File: src/rtl/keypad_pkg.sv
// Shared encodings and helpers for the 4x4 keypad scanner.
package keypad_pkg;

   localparam logic [1:0] SCAN     = 2'd0;
   localparam logic [1:0] DEBOUNCE = 2'd1;
   localparam logic [1:0] PRESSED  = 2'd2;
   localparam logic [1:0] RELEASE  = 2'd3;

   typedef enum logic [1:0] {
      StScan     = SCAN,
      StDebounce = DEBOUNCE,
      StPressed  = PRESSED,
      StRelease  = RELEASE
   } state_e;

   localparam logic [3:0] COLS_IDLE = 4'hF;
   localparam logic [3:0] ROW_RESET = 4'b1110;

   // Index of the lowest zero bit; an all-ones input maps to 3.
   function automatic logic [1:0] lowest_zero(input logic [3:0] v);
      if (!v[0]) begin
         return 2'd0;
      end else if (!v[1]) begin
         return 2'd1;
      end else if (!v[2]) begin
         return 2'd2;
      end else begin
         return 2'd3;
      end
   endfunction

endpackage

File: src/rtl/keypad_scan_if.sv
// Keypad pin and key-event bundle; master is the scanner, slave the board/consumer side.
interface keypad_scan_if;

   logic [3:0] col_n;
   logic [3:0] row_n;
   logic [3:0] key_code;
   logic       key_valid;
   logic       key_held;

   modport master (
      input  col_n,
      output row_n,
      output key_code,
      output key_valid,
      output key_held
   );

   modport slave (
      output col_n,
      input  row_n,
      input  key_code,
      input  key_valid,
      input  key_held
   );

endinterface

File: src/rtl/keypad_tick_div.sv
// Free-running 1..SCAN_DIV counter; tick is high for the one cycle the count equals SCAN_DIV.
module keypad_tick_div #(
   parameter int unsigned SCAN_DIV = 20000
) (
   input  logic clk,
   input  logic rst_n,
   output logic tick_o
);

   localparam int unsigned CW = $clog2(SCAN_DIV + 1);

   logic [CW-1:0] cnt_q, cnt_d;

   assign tick_o = (cnt_q == CW'(SCAN_DIV));

   always_comb begin
      cnt_d = tick_o ? CW'(1) : cnt_q + CW'(1);
   end

   always_ff @(posedge clk or negedge rst_n) begin
      if (!rst_n) begin
         cnt_q <= CW'(1);
      end else begin
         cnt_q <= cnt_d;
      end
   end

endmodule

File: src/rtl/keypad_scan.sv
// 4x4 keypad scanner with tick-based debounce of press and release.
// Optional auto-repeat while held is enabled by defining KEYPAD_REPEAT_EN.
module keypad_scan
   import keypad_pkg::*;
#(
   parameter int unsigned SCAN_DIV     = 20000,
   parameter int unsigned DEBOUNCE_CNT = 4
`ifdef KEYPAD_REPEAT_EN
   ,
   parameter int unsigned REPEAT_DELAY = 50,
   parameter int unsigned REPEAT_RATE  = 10
`endif
) (
   input logic           clk,
   input logic           rst_n,
   keypad_scan_if.master bus
);

   localparam int unsigned DW = $clog2(DEBOUNCE_CNT + 1);

   logic          tick;
   logic [3:0]    col_meta_q, cs_q;
   state_e        state_q, state_d;
   logic [3:0]    row_q, row_d;
   logic [3:0]    pat_q, pat_d;
   logic [DW-1:0] deb_q, deb_d;
   logic [3:0]    code_q, code_d;
   logic          valid_q, valid_d;
   logic          held_q, held_d;
   logic          accept;
   logic [DW-1:0] deb_inc;
   logic [3:0]    row_rot;

   assign deb_inc = deb_q + DW'(1);
   assign row_rot = {row_q[2:0], row_q[3]};

`ifdef KEYPAD_REPEAT_EN
   localparam int unsigned RepMax = (REPEAT_DELAY > REPEAT_RATE) ? REPEAT_DELAY : REPEAT_RATE;
   localparam int unsigned RW     = $clog2(RepMax + 1);

   logic [RW-1:0] rep_q, rep_d, rep_inc, rep_target;
   logic          rep_armed_q, rep_armed_d;

   assign rep_inc    = rep_q + RW'(1);
   // First repeat waits REPEAT_DELAY ticks, later ones REPEAT_RATE.
   assign rep_target = rep_armed_q ? RW'(REPEAT_RATE) : RW'(REPEAT_DELAY);
`endif

   keypad_tick_div #(
      .SCAN_DIV (SCAN_DIV)
   ) u_tick_div (
      .clk    (clk),
      .rst_n  (rst_n),
      .tick_o (tick)
   );

   always_comb begin
      state_d = state_q;
      row_d   = row_q;
      pat_d   = pat_q;
      deb_d   = deb_q;
      code_d  = code_q;
      valid_d = 1'b0;
      held_d  = held_q;
      accept  = 1'b0;
`ifdef KEYPAD_REPEAT_EN
      rep_d       = rep_q;
      rep_armed_d = rep_armed_q;
`endif
      if (tick) begin
         unique case (state_q)
            StScan: begin
               if (cs_q == COLS_IDLE) begin
                  row_d = row_rot;
               end else begin
                  pat_d = cs_q;
                  deb_d = DW'(1);
                  if (DEBOUNCE_CNT == 1) begin
                     accept = 1'b1;
                  end else begin
                     state_d = StDebounce;
                  end
               end
            end
            StDebounce: begin
               if (cs_q == pat_q) begin
                  deb_d = deb_inc;
                  if (deb_inc == DW'(DEBOUNCE_CNT)) begin
                     accept = 1'b1;
                  end
               end else begin
                  state_d = StScan;
                  row_d   = row_rot;
               end
            end
            StPressed: begin
               if (cs_q == COLS_IDLE) begin
                  deb_d = DW'(1);
                  if (DEBOUNCE_CNT == 1) begin
                     held_d  = 1'b0;
                     state_d = StScan;
                  end else begin
                     state_d = StRelease;
                  end
               end
`ifdef KEYPAD_REPEAT_EN
               else if (rep_inc == rep_target) begin
                  valid_d     = 1'b1;
                  rep_d       = '0;
                  rep_armed_d = 1'b1;
               end else begin
                  rep_d = rep_inc;
               end
`endif
            end
            StRelease: begin
               if (cs_q == COLS_IDLE) begin
                  deb_d = deb_inc;
                  if (deb_inc == DW'(DEBOUNCE_CNT)) begin
                     held_d  = 1'b0;
                     state_d = StScan;
                  end
               end else begin
                  state_d = StPressed;
               end
            end
            default: state_d = StScan;
         endcase
      end
      // On accept cs_q equals the latched pattern, so either can give the column.
      if (accept) begin
         code_d  = {lowest_zero(row_q), lowest_zero(cs_q)};
         valid_d = 1'b1;
         held_d  = 1'b1;
         state_d = StPressed;
`ifdef KEYPAD_REPEAT_EN
         rep_d       = '0;
         rep_armed_d = 1'b0;
`endif
      end
   end

   always_ff @(posedge clk or negedge rst_n) begin
      if (!rst_n) begin
         col_meta_q <= COLS_IDLE;
         cs_q       <= COLS_IDLE;
         state_q    <= StScan;
         row_q      <= ROW_RESET;
         pat_q      <= COLS_IDLE;
         deb_q      <= '0;
         code_q     <= 4'h0;
         valid_q    <= 1'b0;
         held_q     <= 1'b0;
`ifdef KEYPAD_REPEAT_EN
         rep_q       <= '0;
         rep_armed_q <= 1'b0;
`endif
      end else begin
         col_meta_q <= bus.col_n;
         cs_q       <= col_meta_q;
         state_q    <= state_d;
         row_q      <= row_d;
         pat_q      <= pat_d;
         deb_q      <= deb_d;
         code_q     <= code_d;
         valid_q    <= valid_d;
         held_q     <= held_d;
`ifdef KEYPAD_REPEAT_EN
         rep_q       <= rep_d;
         rep_armed_q <= rep_armed_d;
`endif
      end
   end

   assign bus.row_n     = row_q;
   assign bus.key_code  = code_q;
   assign bus.key_valid = valid_q;
   assign bus.key_held  = held_q;

endmodule

File: src/flat_wrapper.sv
// flat-port wrapper written by rule: the top's interface ports become plain ports
module keypad_scan_flat import keypad_pkg::*;
#(
   parameter int unsigned SCAN_DIV     = 20000,
   parameter int unsigned DEBOUNCE_CNT = 4

)
  (clk, rst_n, bus_col_n, bus_row_n, bus_key_code, bus_key_valid, bus_key_held);
  keypad_scan_if bus_i ();
  input logic clk;
  input logic rst_n;
  input wire logic [$bits(bus_i.col_n)-1:0] bus_col_n;
  output wire logic [$bits(bus_i.row_n)-1:0] bus_row_n;
  output wire logic [$bits(bus_i.key_code)-1:0] bus_key_code;
  output wire logic [$bits(bus_i.key_valid)-1:0] bus_key_valid;
  output wire logic [$bits(bus_i.key_held)-1:0] bus_key_held;
  assign bus_i.col_n = bus_col_n;
  assign bus_row_n = bus_i.row_n;
  assign bus_key_code = bus_i.key_code;
  assign bus_key_valid = bus_i.key_valid;
  assign bus_key_held = bus_i.key_held;
  keypad_scan #(.SCAN_DIV(SCAN_DIV), .DEBOUNCE_CNT(DEBOUNCE_CNT)) u_core (.clk(clk), .rst_n(rst_n), .bus(bus_i));
endmodule
File: config.mk
export PLATFORM = sky130hd
export DESIGN_NAME = keypad_scan_flat
export DESIGN_NICKNAME = d
export VERILOG_FILES = /design/src/rtl/keypad_pkg.sv /design/src/rtl/keypad_scan_if.sv /design/src/rtl/keypad_tick_div.sv /design/src/rtl/keypad_scan.sv /design/src/flat_wrapper.sv
export SDC_FILE = /design/constraint.sdc
export NUM_CORES = 1
export LEC_CHECK = 0
export CAP_MARGIN = 40
export CORE_MARGIN = 1.5
export CORE_UTILIZATION = 50
export DETAILED_ROUTE_END_ITERATION = 6
export PLACE_DENSITY = 0.8
export SLEW_MARGIN = 20
export SYNTH_ARGS = -nofsm -noshare
export SYNTH_HDL_FRONTEND = slang
export SYNTH_SLANG_ARGS = --single-unit
export TNS_END_PERCENT = 10
File: constraint.sdc
create_clock -name clk -period 2.3 [get_ports clk]
set_input_delay 0.575 -clock clk [delete_from_list [all_inputs] [get_ports clk]]
set_output_delay 0.575 -clock clk [all_outputs]
set_load 0.05 [all_outputs]
# After elaboration in Yosys (flattened, before gate mapping)
# Index checks and enable logic that the tools add are counted.
dict set report op_classes {
  div 0
  n_reduce_logical 11
  n_bitwise 1
  n_shift 0
  multipliers 0
  eq_ne 17
  n_mux 33
  order_cmp 0
  n_addsub 2
}
# operator n
set op_table {}
lappend op_table {{$mux 2} 11}
lappend op_table {{$add 15x1->15 const B} 1}
lappend op_table {{$eq 15x15->1 const B} 1}
lappend op_table {{$mux 15} 1}
lappend op_table {{$mux 1} 12}
lappend op_table {{$mux 3} 4}
lappend op_table {{$pmux 3 s4} 1}
lappend op_table {{$reduce_and 5->1} 2}
lappend op_table {{$reduce_bool 2->1} 5}
lappend op_table {{$mux 4} 2}
lappend op_table {{$ne 2x1->1 const B} 4}
lappend op_table {{$pmux 2 s4} 1}
lappend op_table {{$pmux 4 s2} 1}
lappend op_table {{$reduce_and 4->1} 2}
lappend op_table {{$ne 3x2->1 const B} 2}
lappend op_table {{$eq 2x2->1 const B} 2}
lappend op_table {{$eq 4x4->1} 1}
lappend op_table {{$eq 4x4->1 const B} 1}
lappend op_table {{$ne 2x2->1 const B} 2}
lappend op_table {{$ne 4x3->1 const B} 1}
lappend op_table {{$add 3x1->3 const B} 1}
lappend op_table {{$eq 3x3->1 const B} 1}
lappend op_table {{$ne 3x1->1 const B} 1}
lappend op_table {{$reduce_and 3->1} 1}
lappend op_table {{other kinds (3)} 3}
dict set report totals {
  wordCells 74
  mem_bits_ro 0
  inputBits 6
  latch_bits 0
  ff_bits 42
  mem_bits_rw 0
  mem_count 0
  output_inout_bits 10
}

# Depth between registers and ports, before layout
# Gate-level depths: netlist of the first run.
dict set report logic_depth {
  ltp_word 8
  depth_mapped 8
}

# Modules after synthesis
# From an unflattened synthesis of the first run, not the netlist that was laid out.
dict set report hier_totals {
  cells_unflattened 169
  area_unflattened_um2 1950.6
}
# mod seq_area_each_um2 cells_per_inst n_inst area_per_inst_um2
set modules_own_cells {}
lappend modules_own_cells {keypad_scan 694.4 97 1 1187.4}
lappend modules_own_cells {keypad_tick_div 376.6 72 1 763.2}

# Least setup slack after synthesis of the first run
# Ideal clock, no wire load.
dict set report synth_timing {
  path_kind {reg2reg}
  start {register u_core.u_tick_div.cnt_q[1]}
  end {register u_core.state_q[1]}
  setup_time_ps 125
  path_stages_with_launch 8
  arrival_time_ps 1764
  synth_period_minus_slack_ps 1889
  setup_slack_ps 411
  path_cell_list {dfrtp_1 -> inv_1 -> ha_1 -> nor4b_2 -> nand4_2 -> buf_6 -> or3_4 -> mux2_2}
}
dict set report synth_via {
  elab_chain_cells 4
  word_cells_on_any_way 9
  cone_classes {eq/ne (5); mux (2); reduce/logical (2)}
}
# element line_no
set synth_lines {}
lappend synth_lines {{from (decl)} keypad_tick_div.sv:12} ;# logic [CW-1:0] cnt_q, cnt_d;
lappend synth_lines {{from (signal assigned)} keypad_tick_div.sv:24} ;# cnt_q <= cnt_d;
lappend synth_lines {{$eq 15x15->1 (*)} keypad_tick_div.sv:14} ;# assign tick_o = (cnt_q == CW'(SCAN_DIV));
lappend synth_lines {{$mux 1} keypad_scan.sv:70} ;# if (tick) begin
lappend synth_lines {{$ne 4x3->1 (no line), or another cell as far along} --}
lappend synth_lines {{$reduce_and 5->1 (no line)} --}
lappend synth_lines {{to (signal assigned)} keypad_scan.sv:147} ;# state_q <= StScan;
lappend synth_lines {{to (signal assigned)} keypad_scan.sv:161} ;# state_q <= state_d;
lappend synth_lines {{to (decl)} keypad_scan.sv:23} ;# state_e state_q, state_d;
# Every way passes the cells marked *; elsewhere a longest branch is shown, timed or not.
# A chain may end at the register's enable or synchronous reset.

# Worst setup path after layout of the first run
dict set report layout_timing {
  start {register u_core.row_q[2] (netlist: u_core.bus.row_n[2])}
  end {output port bus_row_n[2]}
}
# element line_no
set layout_rtl {}
lappend layout_rtl {{from (decl)} keypad_scan.sv:24} ;# logic [3:0] row_q, row_d;
lappend layout_rtl {{from (signal assigned)} keypad_scan.sv:162} ;# row_q <= row_d;
lappend layout_rtl {{to (decl)} flat_wrapper.sv:13} ;# output wire logic [$bits(bus_i.row_n)-1:0] bus_row_n;
# No word-level cell between the ends.

==> impl_metrics.env, run 1 <==
export IMPL_place_gp_congestion=0.836
export IMPL_worstSetupPathType="flip-flop to output pin"
export IMPL_path_buf_inv=1
export IMPL_synthArstFlopShare_pct=100
export IMPL_setup_viol=0
export IMPL_worstPathMaxFanout=4
export IMPL_fp_dieW_um=65.1
export IMPL_core_sq_mm=0.00369
export IMPL_cp_endpoint="bus_row_n[2]"
export IMPL_netlist_top_cells_area="dfrtp_1, dfstp_2, mux2_2, xnor2_1, xor2_1"
export IMPL_max_stage_delay_ps=810
export IMPL_path_clk_slew_ps=90
export IMPL_grt_pass1_wl_um=6200
export IMPL_ant_nets=0
export IMPL_synth_flop_cell="dfrtp_1"
export IMPL_fin_crit_sh_pct=97.6
export IMPL_r2r_end="u_core.state_q[1]"
export IMPL_r2r_start="u_core.u_tick_div.cnt_q[1]"
export IMPL_wl_um=3510
export IMPL_antenna_found_initial=0
export IMPL_start_kind="flip-flop"
export IMPL_critPathTopFamily="buffers and inverters"
export IMPL_cp_arrival_ps=1670
export IMPL_first_pass_iters=4
export IMPL_period_needed_ps=2250
export IMPL_peakVddDrop_mv=0.533
export IMPL_r2r_slack_ps=230
export IMPL_post_cts_setup_buffers=0
export IMPL_ys_ff_latch=42
export IMPL_synth_edf_count=0
export IMPL_synth_top_area_cell="dfrtp_1"
export IMPL_nets=189
export IMPL_hold_violations=0
export IMPL_cts_buffer_depth=2
export IMPL_start_util_pct=52.3
export IMPL_row_count=22
export IMPL_reg2regPathDepth=6
export IMPL_vias=1242
export IMPL_diodes=0
export IMPL_grt_usage_pct=19.1
export IMPL_critPathRequiredTime_ps=1730
export IMPL_slowest_stage="clkdlybuf4s50_1"
export IMPL_max_clock_freq_mhz=445
export IMPL_post_drt_via_cell_ratio=5.45
export IMPL_cts_root_buf="clkbuf_8"
export IMPL_startpoint="u_core.bus.row_n[2]"
export IMPL_drtIter0Drc=78
export IMPL_syn2layout_area_growth_pct=16.0
export IMPL_cts_tree="built"
export IMPL_htreeDepth=2
export IMPL_synth_seq_area_share_pct=55.5
export IMPL_timing_max_cap_violations=0
export IMPL_preCtsSetupSlack_ps=52.1
export IMPL_clk_latency_ps=300
export IMPL_status="complete, no violations"
export IMPL_path_cells="clkdlybuf4s50_1"
export IMPL_overflow=0
export IMPL_worstSetupPathDepth=1
export IMPL_synth_cell_types=40
export IMPL_setup_ws_ps=55.0
export IMPL_fin_skew_ps=7.44
export IMPL_slew_viol_final=0
export IMPL_wl_per_cell_um=15.4
export IMPL_slew_headroom_pct=61.7
export IMPL_syn_inst=158
export IMPL_leakagePower_uw=0.000997
export IMPL_avgSynthCellArea_sq_um=12.2
export IMPL_hold_path_class="input port to async pin"
export IMPL_die_area_sq_mm=0.00424
export IMPL_boundaryPins=16
export IMPL_power_density_mw_per_mm2=580
export IMPL_synth_nets=168
export IMPL_fin_tns_setup_ps=0
export IMPL_port_buffers=15
export IMPL_dp_hpwl_um=2590
export IMPL_end_kind="output pin"
export IMPL_grt_pass1_vias=1338
export IMPL_worst_pin_slew_ps=570
export IMPL_grt_max_degree=17
export IMPL_ys_warn_count=0
export IMPL_post_synth_top_area_fraction_pct=33.7
export IMPL_layout_drive_gt1_share_pct=26.7
export IMPL_die_y_um=65.1
export IMPL_cts_buffers=5
export IMPL_rsz0062_at_grt="no"
export IMPL_drc=0
export IMPL_cts_sinks=42
export IMPL_netlist_area_sq_mm=0.00193
## worst min-delay path by stage
stage / start / to
finish: rst_n / u_core.u_tick_div.cnt_q[7]
global route: rst_n / u_core.state_q[1]
CTS: rst_n / u_core.u_tick_div.cnt_q[13]
detailed placement: u_core.col_meta_q[2] / u_core.cs_q[2]
global placement: u_core.col_meta_q[3] / u_core.cs_q[3]
floorplan: rst_n / u_core.bus.key_code[0]
## sequential cells by signal, summed over array words and instances (netlist names), 2 cells and up
signal	cells
u_core.bus.row_n	4
u_core.u_tick_div.cnt_q	15
u_core.col_meta_q	4
u_core.pat_q	4
u_core.bus.key_code	4
u_core.deb_q	3
u_core.cs_q	4
u_core.state_q	2
## routing by layer
| layer | track usage [%] | vias to the layer above | wire, um |
|---|---|---|---|
| met4 | 7.03 | 0 | 38 |
| met1 | 23.9 | 621 | 1580 |
| met5 | 0 | - | 0 |
| li1 | - | 595 | - |
| met3 | 4.45 | 5 | 116 |
| met2 | 32.5 | 21 | 1770 |
## cell type report
type	instances	area, sq um
multi-input combinational	103	810
clock buffer	5	68.8
fill	303	1450
inverter	10	37.5
timing repair buffer	17	163
tap	48	60.1
clock inverter	3	26.3
sequential	42	1070
## synth_stat cells, types with 2 or more instances
cell	count
xor2_1	8
inv_1	10
nand4_1	4
dfrtp_1	26
nor2_1	9
nor4_1	3
nor4b_4	2
o21ai_0	10
and2_1	2
a21oi_1	2
nand3_1	9
ha_1	4
and3_1	3
nand2_1	8
nand2b_1	2
xnor2_1	8
mux2_2	10
dfstp_2	16
## report_power, final
part           switching (uW)  internal, uW
logic                    19.2          12.2
registers                6.24           752
clock network             282           226
## placed cells by master, fill, tap and decap left out, types with 2 or more instances in the layout
cell,instances
dfrtp_1,26
dfstp_2,16
clkdlybuf4s50_1,13
inv_1,10
o21ai_0,10
mux2_2,10
nand3_1,9
nor2_1,9
xor2_1,8
nand2_1,8
xnor2_1,8
clkbuf_8,5
nand4_1,4
ha_1,4
nor4_1,3
and3_1,3
inv_6,3
nor4b_4,2
and2_1,2
a21oi_1,2
nand2b_1,2
buf_4,2
## kinds of logic (layout without fill, tap and decap cells)
kind of cell    after synthesis  in the layout  synth area share [%]
simple gates                 55             55                  20.0
flops                        42             42                  55.5
compound gates               17             17                  5.32
xor+xnor                     16             16                  7.27
buf+inv                      13             35                  2.92
mux                          11             11                  6.36
fa+ha+maj                     4              4                  2.60
## what timing repair did
item / 4_1_cts / 5_1_grt
setup endpoints to repair: 0 / 10
gates resized for setup: 0 / 2
hold buffers: 0 / 0
## through the flow
stage / power, uW / area (sq um) / utilization (%) / instances / hold slack [ps]
2_1_floorplan: 776 / 1930 / - / 158 / 279
3_3_place_gp: 801 / 2130 / 57.7 / 220 / 346
3_5_place_dp: 804 / 2130 / 57.7 / 220 / 347
4_1_cts: 1310 / 2220 / 60.3 / 228 / 165
5_1_grt: 1360 / 2240 / 60.6 / 228 / 175
6_report: 1300 / 2240 / 60.6 / 228 / 160
(Power assumes the default switching activity.)
==> run 2: changes to the inputs <==
PLACE_DENSITY = 0.83   (was 0.8)
clock period = 1.9 ns   (was 2.3 ns; I/O delays follow)
==> impl_metrics.env, run 2 (synthesized netlist as in run 1, its figures left out) <==
export IMPL_status="complete, but fails checks"
export IMPL_violations="negative setup slack"
export IMPL_die_y_um=65.1
export IMPL_rsz0062_at_grt="yes"
export IMPL_seqPwrFrac_pct=59.0
export IMPL_fill_cells=267
export IMPL_worstPathMaxFanout=5
export IMPL_htreeDepth=2
export IMPL_syn2layout_area_growth_pct=25.5
export IMPL_critPathRequiredTime_ps=2080
export IMPL_fp_dieW_um=65.1
export IMPL_fin_total_pwr_uw=1550
export IMPL_worst_hold_slack_ps=218
export IMPL_clk_latency_ps=300
export IMPL_wl_um=3910
export IMPL_largest_register="u_core.u_tick_div.cnt_q"
export IMPL_end_kind="flip-flop"
export IMPL_reg2regPathDepth=8
export IMPL_worstSetupPathType="flip-flop to flip-flop"
export IMPL_largest_reg_flops=15
export IMPL_cts_root_buf="clkbuf_8"
export IMPL_cts_sinks=42
export IMPL_r2r_start="u_core.u_tick_div.cnt_q[1]"
export IMPL_final_cells=248
export IMPL_r2r_slack_ps=-100
export IMPL_r2r_end="u_core.bus.row_n[0]"
export IMPL_cp_endpoint="u_core.bus.row_n[0]"
export IMPL_diodes=0
export IMPL_peakVddDrop_mv=0.472
export IMPL_clockPowerShare_pct=38.0
export IMPL_path_clk_slew_ps=80
export IMPL_slew_headroom_pct=66.3
export IMPL_nets=209
export IMPL_core_sq_mm=0.00369
export IMPL_cts_buffer_depth=2
export IMPL_ant_nets=0
export IMPL_preCtsSetupSlack_ps=-120
export IMPL_hold_violations=0
export IMPL_cts_tree="built"
export IMPL_layout_drive_gt1_share_pct=39.0
export IMPL_pwr_share_comb_pct=3.0
export IMPL_p_sw_share_pct=21.2
export IMPL_boundaryPins=16
export IMPL_start_kind="flip-flop"
export IMPL_overflow=0
export IMPL_antenna_found_initial=0
export IMPL_fin_crit_sh_pct=105
export IMPL_final_cell_area_sq_mm=0.00242
export IMPL_ctsHoldBuffers=0
export IMPL_grt_usage_pct=21.1
export IMPL_setup_viol=12
export IMPL_dp_hpwl_um=2580
export IMPL_switchingPower_uw=329
export IMPL_place_gp_congestion=0.805
export IMPL_placed_cells=233
export IMPL_post_drt_via_cell_ratio=5.42
export IMPL_fin_skew_ps=12.2
export IMPL_vias=1345
export IMPL_die_area_sq_mm=0.00424
export IMPL_drtIter0Drc=110
export IMPL_period_needed_ps=2000
export IMPL_grt_pass1_vias=1360
export IMPL_max_clock_freq_mhz=501
export IMPL_drc=0
export IMPL_final_cell_mix="dfrtp_1, buf_4, dfstp_2"
export IMPL_hold_path_class="input port to async pin"
export IMPL_slew_viol_final=0
export IMPL_final_common_cell="dfrtp_1"
export IMPL_start_util_pct=52.3
export IMPL_p_int_uw=1220
export IMPL_grt_pass1_wl_um=6590
export IMPL_place_area_sq_mm=0.00224
export IMPL_timing_max_cap_violations=0
export IMPL_worst_pin_slew_ps=506
export IMPL_grt_max_degree=43
export IMPL_setup_ws_ps=-95.9
export IMPL_cp_arrival_ps=2170
export IMPL_startpoint="u_core.u_tick_div.cnt_q[1]"
export IMPL_power_density_mw_per_mm2=641
export IMPL_port_buffers=15
export IMPL_cts_buffers=5
export IMPL_first_pass_iters=5
export IMPL_row_count=22
export IMPL_wl_per_cell_um=15.8
export IMPL_leakagePower_uw=0.00111
[run 2: changes by cell type in the layout (fill, tap and decap cells not counted), sizes merged]
cell and change:
buf +30, clkdlybuf4s50 -9, inv -3, clkbuf +2, clkinv +1, dlymetal6s2s -1
[run 2: metrics by stage]
step	setup TNS, ps	utilization, %
floorplan	0	-
global placement	-52.8	60.7
detailed placement	-1140	60.7
CTS	-30.4	65.2
global route	-2120	65.6
finish	-716	65.6
[run 2: layout make-up]
type	count	area (sq um)	area share, %
Tap cell	48	60.1	2.48
Inverter	10	37.5	1.55
Timing Repair Buffer	37	332	13.7
Sequential cell	42	1070	44.3
Multi-Input combinational cell	103	828	34.2
Clock inverter	1	5.00	0.207
Clock buffer	7	86.3	3.57
[run 2: what timing repair did]
item | 4_1_cts | 5_1_grt
resized for setup | 7 | 2
cloned | 0 | 1
pin swaps | 5 | 3
endpoints found under the setup margin | 15 | 17
buffers inserted | 5 | 1
endpoints found under the hold margin | 0 | 0
[run 2: metal layers]
layer	track usage (%)	part of all wire, %
met5	0	0
met3	5.82	4.6
met4	10.4	2.2
met2	33.9	51
met1	26.5	42
[run 2: worst min-delay path by stage]
stage,cells past startpoint,slack (ps),endpoint,start
3_5_place_dp,0,350,u_core.cs_q[3],u_core.col_meta_q[3]
4_1_cts,2,240,u_core.u_tick_div.cnt_q[8],rst_n
6_report,2,220,u_core.u_tick_div.cnt_q[7],rst_n
2_1_floorplan,0,180,u_core.bus.key_code[0],rst_n
5_1_grt,2,270,u_core.u_tick_div.cnt_q[8],rst_n
3_3_place_gp,0,350,u_core.cs_q[3],u_core.col_meta_q[3]
[run 2: power groups by stage]
stage / clock network, uW / registers [uW] / logic, uW
finish: 589 / 915 / 47.2
global route: 636 / 915 / 52.8
CTS: 599 / 915 / 47.7
detailed placement: 0 / 933 / 39.9
global placement: 0 / 932 / 38.0
floorplan: 0 / 932 / 7.28
[run 2: worst max-delay path, stage by stage (launching register included)]
cell     delay, ps
dfrtp_1        390
inv_1          100
ha_1           170
nor4b_4        280
nand4_4        170
buf_6          170
nor4_4         110
buf_4          180
mux2_4         300
